File: config.mk
export PLATFORM = sky130hd
export DESIGN_NAME = segment_demod
export DESIGN_NICKNAME = d
export VERILOG_FILES = /design/src/rtl/segment_demod.sv
export SDC_FILE = /design/constraint.sdc
export NUM_CORES = 1
export LEC_CHECK = 0
export ABC_AREA = 0
export BUFFER_PORTS_ARGS = -buffer_cell sky130_fd_sc_hd__buf_2
export CORE_MARGIN = 2
export CORE_UTILIZATION = 35
export DETAILED_ROUTE_END_ITERATION = 12
export RECOVER_POWER = 25
export SYNTH_ARGS = -nofsm -noshare
export SYNTH_HDL_FRONTEND = slang
export SYNTH_SLANG_ARGS = --single-unit
File: constraint.sdc
create_clock -name clk -period 3.2 [get_ports clk]
set_clock_uncertainty 0.1 [all_clocks]
set_input_delay 0.32 -clock clk [delete_from_list [all_inputs] [get_ports clk]]
set_output_delay 0.32 -clock clk [all_outputs]
set_load 0.01 [all_outputs]
File: src/rtl/segment_demod.sv
// -----------------------------------------------------------------------------
// segment_demod
//
// Recovers a frame of NBITS symbols from a stream of signed 32-bit segment
// samples. Each symbol is SEGS segments long. The first half of the segments
// is added to an accumulator and the second half is subtracted. On the last
// segment, the sign of the final sum decides the bit. A sum >= 0 gives 1, so a
// sum of exactly zero decodes as 1. Each decided bit is shifted into the LSB,
// so the first symbol of the frame ends up in the MSB.
//
// Ports
//   clk         sole clock, rising edge
//   reset       asynchronous active-low reset
//   start       single-cycle frame request (ignored while busy)
//   seg_valid   seg_in carries a segment this cycle (only consumed in COLLECT)
//   seg_in      signed 32-bit segment sample
//   busy        high in COLLECT and DONE
//   valid       one-cycle strobe, output_bit holds a complete frame
//   output_bit  last completed frame, held until the next frame completes
//   bit_count   symbols decided so far in the current frame
//
// State    | meaning
// ---------+-------------------------------------------------------------
// IDLE     | waiting for start; segment inputs ignored
// COLLECT  | consuming segments, deciding one bit per SEGS segments
// DONE     | frame published (valid high this cycle), returns to IDLE
// -----------------------------------------------------------------------------
module segment_demod #(
    parameter int SEGS  = 10,
    parameter int NBITS = 32,
    parameter int ACCW  = 36
) (
    input  logic             clk,
    input  logic             reset,
    input  logic             start,
    input  logic             seg_valid,
    input  logic [31:0]      seg_in,
    output logic             busy,
    output logic             valid,
    output logic [NBITS-1:0] output_bit,
    output logic [5:0]       bit_count
);

    localparam int IDXW = (SEGS > 1) ? $clog2(SEGS) : 1;
    localparam logic [IDXW-1:0] HALF_IDX   = IDXW'(SEGS / 2);
    localparam logic [IDXW-1:0] LAST_IDX   = IDXW'(SEGS - 1);
    localparam logic [5:0]      FRAME_BITS = 6'(NBITS);

    typedef enum logic [1:0] {
        IDLE    = 2'd0,
        COLLECT = 2'd1,
        DONE    = 2'd2
    } state_t;

    state_t                 state;
    logic signed [ACCW-1:0] acc;
    logic [IDXW-1:0]        seg_idx;
    logic [NBITS-1:0]       shreg;

    logic signed [ACCW-1:0] seg_ext;
    logic signed [ACCW-1:0] acc_sum;
    logic                   decided_bit;
    logic [NBITS-1:0]       shreg_next;
    logic [5:0]             bit_count_inc;

    // The final sum includes the current segment's contribution. This lets
    // the bit be decided on the same edge that consumes the last segment.
    always_comb begin
        seg_ext       = {{(ACCW-32){seg_in[31]}}, seg_in};
        acc_sum       = (seg_idx < HALF_IDX) ? (acc + seg_ext) : (acc - seg_ext);
        decided_bit   = ~acc_sum[ACCW-1];
        shreg_next    = {shreg[NBITS-2:0], decided_bit};
        bit_count_inc = bit_count + 6'd1;
    end

    always_ff @(posedge clk or negedge reset) begin
        if (!reset) begin
            state      <= IDLE;
            busy       <= 1'b0;
            valid      <= 1'b0;
            output_bit <= '0;
            bit_count  <= '0;
            acc        <= '0;
            seg_idx    <= '0;
            shreg      <= '0;
        end else begin
            valid <= 1'b0;
            case (state)
                IDLE: begin
                    busy <= 1'b0;
                    if (start) begin
                        state     <= COLLECT;
                        busy      <= 1'b1;
                        acc       <= '0;
                        seg_idx   <= '0;
                        bit_count <= '0;
                        shreg     <= '0;
                    end
                end

                COLLECT: begin
                    if (seg_valid) begin
                        if (seg_idx == LAST_IDX) begin
                            acc       <= '0;
                            seg_idx   <= '0;
                            shreg     <= shreg_next;
                            bit_count <= bit_count_inc;
                            // Publish on the entry edge into DONE so valid
                            // follows the final segment by one cycle.
                            if (bit_count_inc == FRAME_BITS) begin
                                state      <= DONE;
                                output_bit <= shreg_next;
                                valid      <= 1'b1;
                            end
                        end else begin
                            acc     <= acc_sum;
                            seg_idx <= seg_idx + 1'b1;
                        end
                    end
                end

                DONE: begin
                    state <= IDLE;
                    busy  <= 1'b0;
                end

                default: begin
                    state <= IDLE;
                    busy  <= 1'b0;
                end
            endcase
        end
    end

endmodule

==> flow_summary.toml, run 1 <==
[finish]
fillers = 1761
antenna_cells = 0
finalNetCount = 1225
multi_input_comb_area_sq_um = 4990
regArea_sq_um = 2830
final_cells = 1430
drive_gt1_share_pct = 41.6
area_growth_pct = 53.9

[yosys]
synth_ff_type = "dfrtp_1"
syn_area_sq_um = 7230
async_flop_share_pct = 100
netlist_top_cells_count = "nand2_1 (240), dfrtp_1 (113), o21ai_0 (59)"
synth.most_common_cell = "nand2_1"
ys_types = 72
synth_edf_count = 0
seq_area_frac_synth_pct = 39.1
yosysTopAreaCell = "dfrtp_1"
yosysWarnings = 0
ys_ff_latch = 113
syn_inst = 865
syn-mean-instance-area_sq_um = 8.35
synth.area.top_cells = "dfrtp_1 (39%), nand2_1 (12%), ha_1 (7.1%)"
syn_nets = 943
synth_top_cell_area_share_pct = 39.1

[outcome]
violations = "negative setup slack"
status = "complete, but fails checks"

[route]
routed-wl-met3_um = 1050
highest_layer = "met4"
drcViolationCount = 0
routed_wl_um = 23300
wl_met2_um = 11400
routed_via_density = 5.19
avgRoutedWirePerCell_um = 16.3
ant_nets = 0
num_vias = 7420
drt_iter0_drc = 359
wl_met1_um = 10500
firstDrtPassIters = 5

[power_and_ir_drop]
ir_drop_v = 0.000538
p_leak_uw = 0.00546
power_density_nw_per_um2 = 1290

[cts]
path_clk_slew_ps = 60
cts-root-buf = "clkbuf_16"
cts_tree = "done"
clock_path_buffers = 2
cts-buffers-inserted = 17
cts_num_sinks = 113
h-tree-depth = 4
clk_latency_ps = 420

[worst_setup_path]
path_max_fanout = 5
rr_worst_depth = 17
critPathArrivalTime_ps = 3660
worstSetupStartpointType = "primary input"
required_ps = 3390
critPathKind = "in -> reg"
cp-end-kind = "flop"
reg2reg_to = "acc[35]"
r2r_setup_slack_ps = -250
reg2reg_from = "seg_idx[1]"

[placed_design]
place_hpwl_um = 14300
portBuffers = 75
dp.cells = 1337
place_congestion = 0.870

[timing]
hold_violations = 0
min_period_ps = 3470
fin_crit_sh_pct = 108
rsz0062_at_grt = "true"
slew_viol_final = 0
worstMarginPinSlew_ps = 1230
setup_viol = 21
max_freq_mhz = 288
worst_slack_ps = -269
fin_hold_ws_ps = 36.8
relSlewSlack_pct = 18.0

[floorplan]
rows = 52
die_area_sq_um = 21800
start_util_pct = 35.7
die_w_um = 148
core_sq_um = 20200
fp.dieH_um = 148
io_pins = 76

[global_route]
grt_start_max_net_pins = 50
grt_pass1_vias = 6977
gr-total-overflow = 0
antenna_found_initial = 0
grt_pass1_wl_um = 34900
grt_usage_pct = 19.9

[job]
maxCapViolCount = 0

[min_path]
hp-start = "seg_valid"
worstHoldPathType = "in -> reg"
min_path_cells = 2
hold_path_end = "state[0]"
routing by layer:
metal / GRT usage [%] / vias to the layer above
met2: 32.3 / 156
met5: 0 / -
met1: 27.2 / 3638
met3: 3.80 / 30
met4: 5.43 / 0
li1: - / 3596
layout by cell type, fill, tap and decap left out, types with 5 or more instances in the layout:
cell and n:
clkbuf_16 24, o31ai_1 6, xnor2_2 6, and3_4 6, nand3_1 39, nand2b_1 10
buf_6 14, dfrtp_1 113, o21ai_0 32, o21ai_2 12, buf_2 69, a21oi_1 32
xor2_1 33, nand4_1 10, o21a_1 6, o21ai_1 23, nor2_1 29, nand2_1 224
nand2_2 11, o211ai_1 6, buf_4 195, buf_12 6, xnor2_1 18, a21o_1 7
nor2_2 6, nand3_2 5, inv_1 13, ha_1 31, a211oi_2 5, ha_4 6
a21oi_2 23
worst max path at each step:
stage | from | end | slack [ps] | cells after the start
6_report | seg_in[4] | acc[35] | -270 | 18
3_3_place_gp | seg_in[17] | output_bit[0] | -580 | 14
5_1_grt | seg_in[4] | acc[35] | -480 | 18
2_1_floorplan | seg_in[15] | acc[33] | -360 | 12
3_5_place_dp | seg_in[17] | shreg[0] | -710 | 14
4_1_cts | seg_idx[1] | acc[35] | -210 | 17
power by group:
part	leakage, uW	internal [uW]	switching [uW]	total [uW]
Clock	0.000296	1170	791	1970
Sequential	0.00150	1740	215	1960
Combinational	0.00367	5220	5150	10400
layout make-up:
cell class | count | area share (%)
Timing Repair Buffer | 296 | 20.7
Clock inverter | 15 | 1.58
Inverter | 16 | 0.540
Multi-Input combinational cell | 703 | 44.9
Clock buffer | 17 | 3.83
Sequential cell | 113 | 25.4
Tap cell | 270 | 3.04
cell families (layout without fill, tap and decap cells):
kind of cell               Yosys count  in the layout  synth area share, %
AOI/OAI and AO/OA                  206            206                 18.4
adders and majority gates           42             42                 7.38
buffers and inverters               52            344                 3.15
xor gates and xnor gates            60             60                 7.46
and+or+nand+nor                    391            394                 24.3
muxes                                1              1                0.139
DFF                                113            113                 39.1
state kept, by name (all words and copies together), names as in the netlist:
signal	count
busy	1
bit_count	6
output_bit	32
shreg	31
acc	36
seg_idx	4
state	2
valid	1
stage by stage:
| stage | setup WS (ps) | setup TNS, ps | util [%] | area [sq um] | power, uW |
|---|---|---|---|---|---|
| global placement | -581 | -9410 | 44.9 | 9090 | 9890 |
| global route | -483 | -6800 | 55.0 | 11100 | 15300 |
| detailed placement | -713 | -10560 | 44.9 | 9090 | 9960 |
| floorplan | -364 | -1880 | - | 7330 | 6810 |
| CTS | -209 | -1980 | 51.0 | 10300 | 12800 |
| finish | -269 | -3350 | 55.0 | 11100 | 14300 |
critical path, cell delays in order:
cell,delay [ps]
buf_8,100
nor4_4,270
nand2b_1,130
nor2_2,120
nand2_2,90
or3_4,390
nor4_4,210
buf_4,180
a21oi_2,60
xnor2_1,130
ha_2,380
nand4_1,130
or2_1,290
nor3_2,200
o2111ai_4,180
and3_4,190
o211ai_1,170
nand3b_1,100
what timing repair did:
action,in CTS,in global routing
endpoints found under the setup margin,22,107
gates cloned,0,11
buffers inserted,36,18
resized for setup,82,116
pin swaps,55,42
endpoints found under the hold margin,37,0
hold buffers,1,0
(Power assumes the default switching activity.)
==> inputs of run 2 (changes only) <==
--- a/config.mk
+++ b/config.mk
@@ -10,7 +10,6 @@
 export CORE_MARGIN = 2
 export CORE_UTILIZATION = 35
 export DETAILED_ROUTE_END_ITERATION = 12
-export RECOVER_POWER = 25
 export SYNTH_ARGS = -nofsm -noshare
 export SYNTH_HDL_FRONTEND = slang
 export SYNTH_SLANG_ARGS = --single-unit
==> flow_summary.toml, run 2 (synthesis gave the netlist of run 1 again) <==
[outcome]
status = "complete, but fails checks"
violations = "negative setup slack"

[timing]
rsz0062_at_grt = "true"
setup_viol = 21
min_period_ps = 3470
hold_violations = 0
fin_crit_sh_pct = 108
slew_viol_final = 0
worstMarginPinSlew_ps = 1140
relSlewSlack_pct = 23.4
worst_slack_ps = -270
max_freq_mhz = 288

[min_path]
hold_path_end = "state[0]"
worstHoldPathType = "in -> reg"
min_path_cells = 2
hp-start = "seg_valid"

[finish]
largest_register_ffs = 36
antenna_cells = 0
finalNetCount = 1225
drive_gt1_share_pct = 41.6
reg.largest.list = "acc x36, output_bit x32, shreg x31"
utilization_pct = 55.0
mostFrequentLayoutCell = "nand2_1"
area_growth_pct = 54.1
regMostFlops = "acc"
final_cell_mix = "nand2_1 (224), buf_4 (196), dfrtp_1 (113)"

[worst_setup_path]
reg2reg_to = "acc[35]"
path_max_fanout = 5
cp-end-kind = "flop"
critPathKind = "in -> reg"
critPathArrivalTime_ps = 3660
r2r_setup_slack_ps = -250
rr_worst_depth = 17
worstSetupStartpointType = "primary input"
required_ps = 3390
reg2reg_from = "seg_idx[1]"

[power_and_ir_drop]
p_int_uw = 8150
power_switching_uw = 6150
pwr-share-clk_pct = 13.7
swShare_pct = 43.0
p_total_uw = 14300
ir_drop_v = 0.000538
power_density_nw_per_um2 = 1280
pwr-share-comb_pct = 72.6
p_seq_share_pct = 13.7
p_leak_uw = 0.00547

[route]
ant_nets = 0
avgRoutedWirePerCell_um = 16.3
num_vias = 7428
routed_wl_um = 23300
drt_iter0_drc = 359
firstDrtPassIters = 5
drcViolationCount = 0
routed_via_density = 5.19

[placed_design]
portBuffers = 75
place_congestion = 0.870
place_hpwl_um = 14300
dp_slack_ps = -713

[cts]
h-tree-depth = 4
cts-buffers-inserted = 17
cts-root-buf = "clkbuf_16"
cts_num_sinks = 113
clk_latency_ps = 420
cts_tree = "done"
clock_path_buffers = 2
path_clk_slew_ps = 60

[global_route]
grt_pass1_wl_um = 34900
grt_usage_pct = 19.9
antenna_found_initial = 0
grt_start_max_net_pins = 50
grt_pass1_vias = 6977
gr-total-overflow = 0

[floorplan]
rows = 52
die_w_um = 148
io_pins = 76
start_util_pct = 35.7
die_area_sq_um = 21800
core_sq_um = 20200
fp.dieH_um = 148

[job]
maxCapViolCount = 0
==> run 2: changes by cell type in the layout (fill, tap and decap cells not counted), sizes merged <==
cell / previous run / this run
clkbuf: 27 / 24
buf: 285 / 288
==> run 2: metal layers <==
metal / vias up / track usage, % / wire length (um)
li1: 3596 / - / -
met1: 3643 / 27.2 / 10500
met2: 159 / 32.3 / 11400
met3: 30 / 3.80 / 1070
met4: 0 / 5.43 / 359
met5: - / 0 / 0
==> run 2: layout make-up <==
| type | instances | area [sq um] |
|---|---|---|
| clock buffer | 17 | 425 |
| clock inverter | 15 | 175 |
| sequential | 113 | 2830 |
| tap | 270 | 338 |
| multi-input combinational | 703 | 4990 |
| inverter | 16 | 60.1 |
| timing repair buffer | 296 | 2320 |
| fill | 1757 | 9100 |
==> run 2: critical path, stage by stage <==
cell and delay, ps:
buf_8 100, nor4_4 270, nand2b_1 130, nor2_2 120
nand2_2 90, or3_4 390, nor4_4 210, buf_4 180
a21oi_2 60, xnor2_1 130, ha_2 380, nand4_1 130
or2_1 290, nor3_2 200, o2111ai_4 180, and3_4 190
o211ai_1 170, nand3b_1 100
==> run 2: worst max path at each step <==
stage          startpoint            end  slack (ps)  cells past startpoint
2_1_floorplan  seg_in[15]        acc[33]        -360                     12
3_3_place_gp   seg_in[17]  output_bit[0]        -580                     14
3_5_place_dp   seg_in[17]       shreg[0]        -710                     14
4_1_cts        seg_idx[1]        acc[35]        -210                     17
5_1_grt         seg_in[4]        acc[35]        -480                     18
6_report        seg_in[4]        acc[35]        -270                     18
==> run 2: timing repair <==
action / 4_1_cts / 5_1_grt
hold buffers: 1 / 0
setup buffers: 36 / 18
endpoints found under the hold margin: 37 / 0
pin swaps: 55 / 42
setup endpoints to repair: 22 / 107
cloned: 0 / 11
gates resized for setup: 82 / 116
==> run 2: through the flow <==
step	std cells	setup TNS (ps)	area, sq um	hold slack [ps]
finish	1430	-3350	11100	36.2
global placement	1337	-9410	9090	266
detailed placement	1337	-10560	9090	271
global route	1430	-6800	11100	27.4
floorplan	865	-1880	7330	-75.6
CTS	1405	-1980	10300	22.6
==> run 2: power groups by stage <==
stage	Combinational [uW]	Sequential (uW)	Clock, uW
final	10400	1960	1970
after global routing	11200	2000	2070
after CTS	8880	1950	1990
after detailed placement	8000	1960	0
after global placement	7940	1960	0
after floorplan	4880	1930	0
